$ cat src/rtl/vga_timing_pkg.sv
// Shared timing constants and types for the 1280x1024@60 Hz raster generator.
package vga_timing_pkg;

  // Counter outputs are 16 bits wide, so each axis total must fit in 16 bits.
  localparam int CNT_W = 16;

  localparam int DEF_H_ACTIVE = 1280;
  localparam int DEF_H_FRONT  = 48;
  localparam int DEF_H_SYNC   = 112;
  localparam int DEF_H_BACK   = 248;
  localparam int DEF_H_TOTAL  = DEF_H_ACTIVE + DEF_H_FRONT + DEF_H_SYNC + DEF_H_BACK;

  localparam int DEF_V_ACTIVE = 1024;
  localparam int DEF_V_FRONT  = 1;
  localparam int DEF_V_SYNC   = 3;
  localparam int DEF_V_BACK   = 38;
  localparam int DEF_V_TOTAL  = DEF_V_ACTIVE + DEF_V_FRONT + DEF_V_SYNC + DEF_V_BACK;

  // Matches the read latency of the pixel generator's image ROM.
  localparam int DEF_PIPE_DELAY = 2;
  localparam int MAX_PIPE_DELAY = 4;

  typedef enum logic [1:0] {
    PH_ACTIVE,
    PH_FRONT,
    PH_SYNC,
    PH_BACK
  } phase_t;

  // The three raster flags that travel together through the delay line.
  typedef struct packed {
    logic vis;
    logic hs;
    logic vs;
  } sync_flags_t;

  // Truncates an elaboration-time integer to counter width.
  function automatic logic [CNT_W-1:0] to_cnt(input int value);
    return value[CNT_W-1:0];
  endfunction

endpackage

$ cat src/rtl/vga_axis_counter.sv
// One raster axis: a wrapping counter plus a registered phase state that
// always describes the current count value.
module vga_axis_counter
  import vga_timing_pkg::*;
#(
  parameter int ACTIVE = DEF_H_ACTIVE,
  parameter int FRONT  = DEF_H_FRONT,
  parameter int SYNC   = DEF_H_SYNC,
  parameter int BACK   = DEF_H_BACK
) (
  input  logic             clk,
  input  logic             rst_n,
  input  logic             advance,
  output logic [CNT_W-1:0] count,
  output phase_t           phase,
  output logic             wrap
);

  localparam int TOTAL = ACTIVE + FRONT + SYNC + BACK;

  localparam logic [CNT_W-1:0] ACTIVE_END = to_cnt(ACTIVE - 1);
  localparam logic [CNT_W-1:0] FRONT_END  = to_cnt(ACTIVE + FRONT - 1);
  localparam logic [CNT_W-1:0] SYNC_END   = to_cnt(ACTIVE + FRONT + SYNC - 1);
  localparam logic [CNT_W-1:0] LAST       = to_cnt(TOTAL - 1);

  generate
    if (ACTIVE < 1 || FRONT < 1 || SYNC < 1 || BACK < 1) begin : g_bad_width
      $error("vga_axis_counter: every phase width must be at least 1");
    end
    if (TOTAL > 65535) begin : g_bad_total
      $error("vga_axis_counter: axis total must not exceed 65535");
    end
  endgenerate

  // Count and phase advance together; the phase moves on when the count
  // leaves the last value of the current phase.
  // NOTE: sequential state uses non-blocking assignments so every flop
  // samples pre-edge values regardless of block evaluation order.
  always_ff @(posedge clk or negedge rst_n) begin
    if (!rst_n) begin
      count <= '0;
      phase <= PH_ACTIVE;
    end else if (advance) begin
      count <= (count == LAST) ? '0 : count + 1'b1;
      case (phase)
        PH_ACTIVE: if (count == ACTIVE_END) phase <= PH_FRONT;
        PH_FRONT:  if (count == FRONT_END)  phase <= PH_SYNC;
        PH_SYNC:   if (count == SYNC_END)   phase <= PH_BACK;
        PH_BACK:   if (count == LAST)       phase <= PH_ACTIVE;
        default:                            phase <= PH_ACTIVE;
      endcase
    end
  end

  // Single-cycle pulse on the advance that takes the count back to zero.
  assign wrap = advance && (count == LAST);

endmodule

$ cat src/rtl/vga_timing_gen.sv
// Raster timing generator: undelayed counters for ROM addressing, and sync /
// blank flags delayed to line up with the ROM read data at the DAC.
module vga_timing_gen
  import vga_timing_pkg::*;
#(
  parameter int   H_ACTIVE   = DEF_H_ACTIVE,
  parameter int   H_FRONT    = DEF_H_FRONT,
  parameter int   H_SYNC     = DEF_H_SYNC,
  parameter int   H_BACK     = DEF_H_BACK,
  parameter int   V_ACTIVE   = DEF_V_ACTIVE,
  parameter int   V_FRONT    = DEF_V_FRONT,
  parameter int   V_SYNC     = DEF_V_SYNC,
  parameter int   V_BACK     = DEF_V_BACK,
  parameter logic HS_POL     = 1'b1,
  parameter logic VS_POL     = 1'b1,
  parameter int   PIPE_DELAY = DEF_PIPE_DELAY
) (
  input  logic        VGA_CLK,
  input  logic        reset_n,
  output logic [15:0] pixel_location,
  output logic [15:0] line_value,
  output logic        visible_region,
  output logic        VGA_HS,
  output logic        VGA_VS,
  output logic        VGA_BLANK_N,
  output logic        VGA_SYNC_N,
  output logic        line_start,
  output logic        frame_start
);

  generate
    if (PIPE_DELAY < 0 || PIPE_DELAY > MAX_PIPE_DELAY) begin : g_bad_delay
      $error("vga_timing_gen: PIPE_DELAY must be within 0..4");
    end
  endgenerate

  logic [CNT_W-1:0] h_count;
  logic [CNT_W-1:0] v_count;
  phase_t           h_phase;
  phase_t           v_phase;
  logic             h_wrap;
  logic             v_wrap;
  sync_flags_t      raw;
  sync_flags_t      dly;

  vga_axis_counter #(
    .ACTIVE (H_ACTIVE),
    .FRONT  (H_FRONT),
    .SYNC   (H_SYNC),
    .BACK   (H_BACK)
  ) u_h_axis (
    .clk     (VGA_CLK),
    .rst_n   (reset_n),
    .advance (1'b1),
    .count   (h_count),
    .phase   (h_phase),
    .wrap    (h_wrap)
  );

  // The vertical axis only steps when a line ends, so VS changes at pixel 0.
  vga_axis_counter #(
    .ACTIVE (V_ACTIVE),
    .FRONT  (V_FRONT),
    .SYNC   (V_SYNC),
    .BACK   (V_BACK)
  ) u_v_axis (
    .clk     (VGA_CLK),
    .rst_n   (reset_n),
    .advance (h_wrap),
    .count   (v_count),
    .phase   (v_phase),
    .wrap    (v_wrap)
  );

  assign pixel_location = h_count;
  assign line_value     = v_count;

  // Flags decoded from the registered phases, aligned with the current counts.
  assign raw.vis = (h_phase == PH_ACTIVE) && (v_phase == PH_ACTIVE);
  assign raw.hs  = (h_phase == PH_SYNC);
  assign raw.vs  = (v_phase == PH_SYNC);

  generate
    if (PIPE_DELAY == 0) begin : g_no_delay
      assign dly = raw;
    end else begin : g_delay
      sync_flags_t stage [PIPE_DELAY];

      // Shift the raster flags down a PIPE_DELAY-deep chain.
      // NOTE: this small array is cleared on reset on purpose, so the sync
      // outputs are deasserted and blank is active from the moment reset hits.
      always_ff @(posedge VGA_CLK or negedge reset_n) begin
        if (!reset_n) begin
          for (int i = 0; i < PIPE_DELAY; i++) stage[i] <= '0;
        end else begin
          stage[0] <= raw;
          for (int i = 1; i < PIPE_DELAY; i++) stage[i] <= stage[i-1];
        end
      end

      assign dly = stage[PIPE_DELAY-1];
    end
  endgenerate

  assign visible_region = dly.vis;
  assign VGA_BLANK_N    = dly.vis;
  assign VGA_HS         = dly.hs ? HS_POL : ~HS_POL;
  assign VGA_VS         = dly.vs ? VS_POL : ~VS_POL;
  assign VGA_SYNC_N     = 1'b0;

  // Start pulses are next-state decodes: high while the counters sit at 0.
  always_ff @(posedge VGA_CLK or negedge reset_n) begin
    if (!reset_n) begin
      line_start  <= 1'b1;
      frame_start <= 1'b1;
    end else begin
      line_start  <= h_wrap;
      frame_start <= v_wrap;
    end
  end

endmodule

$ cat config.mk
export PLATFORM = sky130hd
export DESIGN_NAME = vga_timing_gen
export DESIGN_NICKNAME = d
export VERILOG_FILES = /design/src/rtl/vga_timing_pkg.sv /design/src/rtl/vga_axis_counter.sv /design/src/rtl/vga_timing_gen.sv
export SDC_FILE = /design/constraint.sdc
export NUM_CORES = 1
export LEC_CHECK = 0
export ABC_AREA = 1
export ABC_CLOCK_PERIOD_IN_PS = 2150
export CELL_PAD_IN_SITES_DETAIL_PLACEMENT = 0
export CELL_PAD_IN_SITES_GLOBAL_PLACEMENT = 1
export CORE_UTILIZATION = 40
export CTS_CLUSTER_DIAMETER = 100
export DETAILED_ROUTE_END_ITERATION = 8
export PLACE_DENSITY = 0.79
export SETUP_SLACK_MARGIN = 0.02
export SYNTH_ARGS = -nofsm -noshare
export SYNTH_HDL_FRONTEND = slang
export SYNTH_HIERARCHICAL = 1
export SYNTH_SLANG_ARGS = --single-unit
$ cat constraint.sdc
create_clock -name VGA_CLK -period 2.15 [get_ports VGA_CLK]
set_input_delay 0.43 -clock VGA_CLK [delete_from_list [all_inputs] [get_ports VGA_CLK]]
set_output_delay 0.43 -clock VGA_CLK [all_outputs]
set_load 0.01 [all_outputs]
==> results by stage <==
CTS:
- The tree is rooted in a clkbuf_8.
- The clock tree buffer depth is 2.
- The hold-fix buffer count after cts is 0.
- The clock tree synthesis step divided the H-tree into 2 levels.
- The number of sinks handled by clock tree synthesis is 44.
- The clock tree from TritonCTS is built.
- The number of clock buffers inserted by TritonCTS is 5.
- At the later pin of the worst-skew pair, clock insertion delay measures 300 ps.
- The clock slew at the register clock pins of the worst setup and hold paths is 90 ps.

Synthesis:
- After synthesis, the largest area contributor takes up 39.03% of total cell area.
- After synthesis the cells add up to 2693 sq um.
- Yosys mapped the design onto 33 distinct sky130hd cell types.
- The post-synthesis register bit count is 44.
- Among all cell types in the netlist, the one instantiated most often is nand2_1.
- The number of flops mapped to enable cells by yosys is 0.
- The gate count of the mapped netlist is 349.
- Of the synthesized area, sequential elements account for 40.99%.
- Sorting the synthesized cells by how often they occur yields nand2_1 (66), nor2_1 (52), dfrtp_1 (42), inv_1 (42), nand3_1 (33).
- Yosys printed 6 warnings.
- The most used flip-flop cell after synthesis is dfrtp_1.
- Sorting the synthesized cells by area gives the leading types as dfrtp_1 (39%), nand2_1 (9.2%), nor2_1 (7.2%).
- The leading area contributor after synthesis is dfrtp_1.
- Counting flops with an async set or reset pin after synthesis yields a share of 100.0%.
- The average size of a mapped cell is 7.715 sq um.

Critical path:
- The critical path goes through nor2_4 -> nand3_1 -> nor2_1 -> nand3_1 -> inv_2 -> inv_1 -> or2_2 -> nand2_1 -> nand4_1 -> nand2_1 -> nand2_1.
- The type of destination of the critical path is a register.
- For the worst setup path, the data required time is 2350 ps.
- The critical path start-end classification is register to register.
- The most common cell type on the critical path is nand2_1.
- For the worst setup path, the data arrival time is 2090 ps.
- Of all nets on the critical path, the largest fanout is 5.
- The slowest stage of the critical path is the dfrtp_1 cell.
- The startpoint type of the worst setup path is a register.
- The delay contributed by the slowest stage of the critical path is 460 ps.

Floorplan:
- The floorplan has 29 rows.
- The die covers 7064 sq um.
- Measured along the y axis, the die boundary spans 84.05 um.
- The initial utilization of the core area, before any placement, comes to 41.92%.
- In this run the standard cell core region covers 6422 sq um.
- The die extent in x is 84.05 um.
- The top-level I/O count is 41.

Cells and area:
- Relative to the synthesized area, the layout overhead comes to 24.35%.
- The share of cells above drive strength 1 is 17.73%.
- The final layout contains 421 nets.
- The repair_antennas step left the layout with diodes totalling 0.
- Summing all non-filler instances in the final layout gives an area of 3348 sq um.

Worst hold path:
- The path class of the lowest-slack min-delay path is input port to asynchronous set/reset pin.

Power:
- Of the total power, the clock network draws 20.2%.
- Combinational cells account for 41.7% of the total power.
- Internal power comes to 0.001944 W.
- The switching share of power is 39.17%.
- The areal power density over the cells is 954.6 nW/um^2.
- The reported leakage power is 1.660 nW.
- Of the total power, registers draw 38.1%.
- The net switching component of the power is 0.001252 W.
- The highest ir drop seen on vdd is 0.5369 mV.

Timing:
- The fmax is 528.6 MHz.
- The routed design could run at a clock period as short as 1892 ps.
- Setup violations remaining at the end of the flow were counted as 0.
- The pin slew with the least headroom to its limit is 509.4 ps.
- Setup total negative slack on the finished layout was measured at 0 ps.
- The count of final max-slew check failures is 0.
- The worst max-slew margin expressed relative to the limit is 66.04%.
- The total count of hold-check failures in the final report was 0.
- The final critical path takes up 88.00% of the cycle.
- Setup repair after global routing left no endpoint under its margin.
- The hold slack is 83.28 ps.
- The clock arrives with 6.399 ps of skew.

GRT:
- The largest net degree at the start of global routing is 23.
- The wire length of the first global-routing pass is 10.12 mm.
- The initial antenna violation count was 0.
- The leftover overflow at the end of global routing is 0.
- The via count of the first global-routing pass is 2150.
- The global-route usage over all layers is 18.21%.

Placed design:
- Once detailed placement completed, the half-perimeter wirelength came to 4.538 mm.
- The port buffer count is 39.
- At the end of routability-driven placement, the weighted congestion stood at 0.7724.
- The placed instances occupy a cell area of 3201 sq um.

Route:
- The total vias in the final route is 2320.
- The remaining antenna violation count after routing is 0.
- The final layout contains routed wiring with a total length of 5.964 mm.
- The detailed-route vias per instance is 4.803.
- For this run, design rule violations remaining after detail routing come to 2.
- The number of detailed-routing iterations run before antenna repair is 6.
- The violation count after the first detailed-routing iteration is 70.
- The detail-routed net length per standard cell is 12.35 um.

Status:
- The flow ran to the end, but the final reports show violations.
- The checks that failed: DRC.

Run:
- The max-cap check violation count is 0.
critical path: cells and delay by family (launching register included):
family	cells	cell delay, ps
buffers and inverters	2	200
DFF	1	460
and+or+nand+nor	9	1120
stage by stage:
stage	setup slack [ps]	instances	utilization, %	total power [W]
after global routing	17.83	483	52.13	0.003416
after floorplan	226.0	353	-	0.001985
after CTS	136.6	479	51.51	0.003192
after global placement	251.9	471	49.83	0.002521
final	258.1	483	52.13	0.003196
after detailed placement	146.4	471	49.83	0.002526
layout by cell type, fill, tap and decap left out:
master / Yosys / routed
nand2_1: 66 / 65
nor2_1: 52 / 50
dfrtp_1: 42 / 42
inv_1: 42 / 41
clkdlybuf4s50_1: 0 / 38
nand3_1: 33 / 33
ha_1: 14 / 13
inv_2: 11 / 12
nand2_2: 10 / 11
buf_4: 2 / 10
nor2_2: 8 / 10
o21ai_0: 10 / 10
a21oi_1: 8 / 8
xor2_1: 7 / 7
conb_1: 2 / 6
nor3_1: 6 / 6
clkbuf_8: 1 / 5
nor3_2: 5 / 5
nor2_4: 4 / 4
nand3_2: 4 / 4
nand4_1: 3 / 3
or2_2: 3 / 3
dfstp_2: 2 / 2
clkinv_1: 2 / 2
o21bai_1: 2 / 2
xnor2_1: 2 / 2
clkinv_2: 0 / 1
bufinv_16: 0 / 1
clkbuf_1: 0 / 1
buf_2: 1 / 1
a31oi_1: 1 / 1
ha_2: 0 / 1
nand2_4: 1 / 1
nor3_4: 1 / 1
o22ai_1: 1 / 1
o21ai_1: 1 / 1
nor4_1: 1 / 1
o211ai_1: 1 / 1
logic make-up after synthesis:
family | Yosys count | synth area share, %
compound gates | 24 | 4.833
xor+xnor | 9 | 2.928
fa+ha+maj | 14 | 6.506
buf+inv | 59 | 8.922
flops | 44 | 40.99
other cells | 2 | 0.2789
simple gates | 197 | 35.55
power by group through the flow:
stage          Combinational, W  Clock, W  Sequential (W)
2_1_floorplan          0.000704         0         0.00128
5_1_grt                 0.00148  0.000691         0.00125
4_1_cts                 0.00130  0.000671         0.00122
3_3_place_gp            0.00129         0         0.00124
3_5_place_dp            0.00129         0         0.00124
6_report                0.00133  0.000646         0.00122
routing by layer:
layer,routed length (um),track usage (%),vias up
li1,-,-,1196
met2,2629,28.17,40
met4,66,6.113,0
met1,3004,25.41,1079
met5,0,0,-
met3,263,3.660,5
timing repair:
item                                    4_1_cts  5_1_grt
buffers inserted                              0        4
gates resized for setup                       0        5
endpoints found under the setup margin        0        2
cell type report:
type / instances / area (sq um)
fillers: 643 / 3074
multi-input cells: 250 / 1374
flip-flops and latches: 44 / 1104
repair buffers: 49 / 460.4
inverters: 55 / 206.4
well taps: 77 / 96.34
clock buffers: 6 / 72.57
clock inverters: 2 / 35.03
state kept, by name (all words and copies together), names as in the netlist:
signal and cells:
u_h_axis/count 16, u_v_axis/count 16, g_delay.stage 3, dly 2, u_h_axis/phase 2, u_v_axis/phase 2, VGA_BLANK_N 1, frame_start 1
line_start 1
final timing paths:
check,depth (start not counted),slack (ps),start,to
min in group VGA_CLK,0,360,g_delay.stage[5]$_DFF_PN0_,VGA_BLANK_N$_DFF_PN0_
max,11,260,u_h_axis/count[11]$_DFFE_PN0P_,u_v_axis/phase[1]$_DFFE_PN0P_
max reg2reg,11,260,u_h_axis/count[11]$_DFFE_PN0P_,u_v_axis/phase[1]$_DFFE_PN0P_
min,1,80,reset_n,u_h_axis/count[15]$_DFFE_PN0P_
min reg2reg,0,360,g_delay.stage[5]$_DFF_PN0_,VGA_BLANK_N$_DFF_PN0_
max in group asynchronous,2,1420,reset_n,dly[0]$_DFF_PN0_
Note: power is estimated with default switching activity, not from simulation.
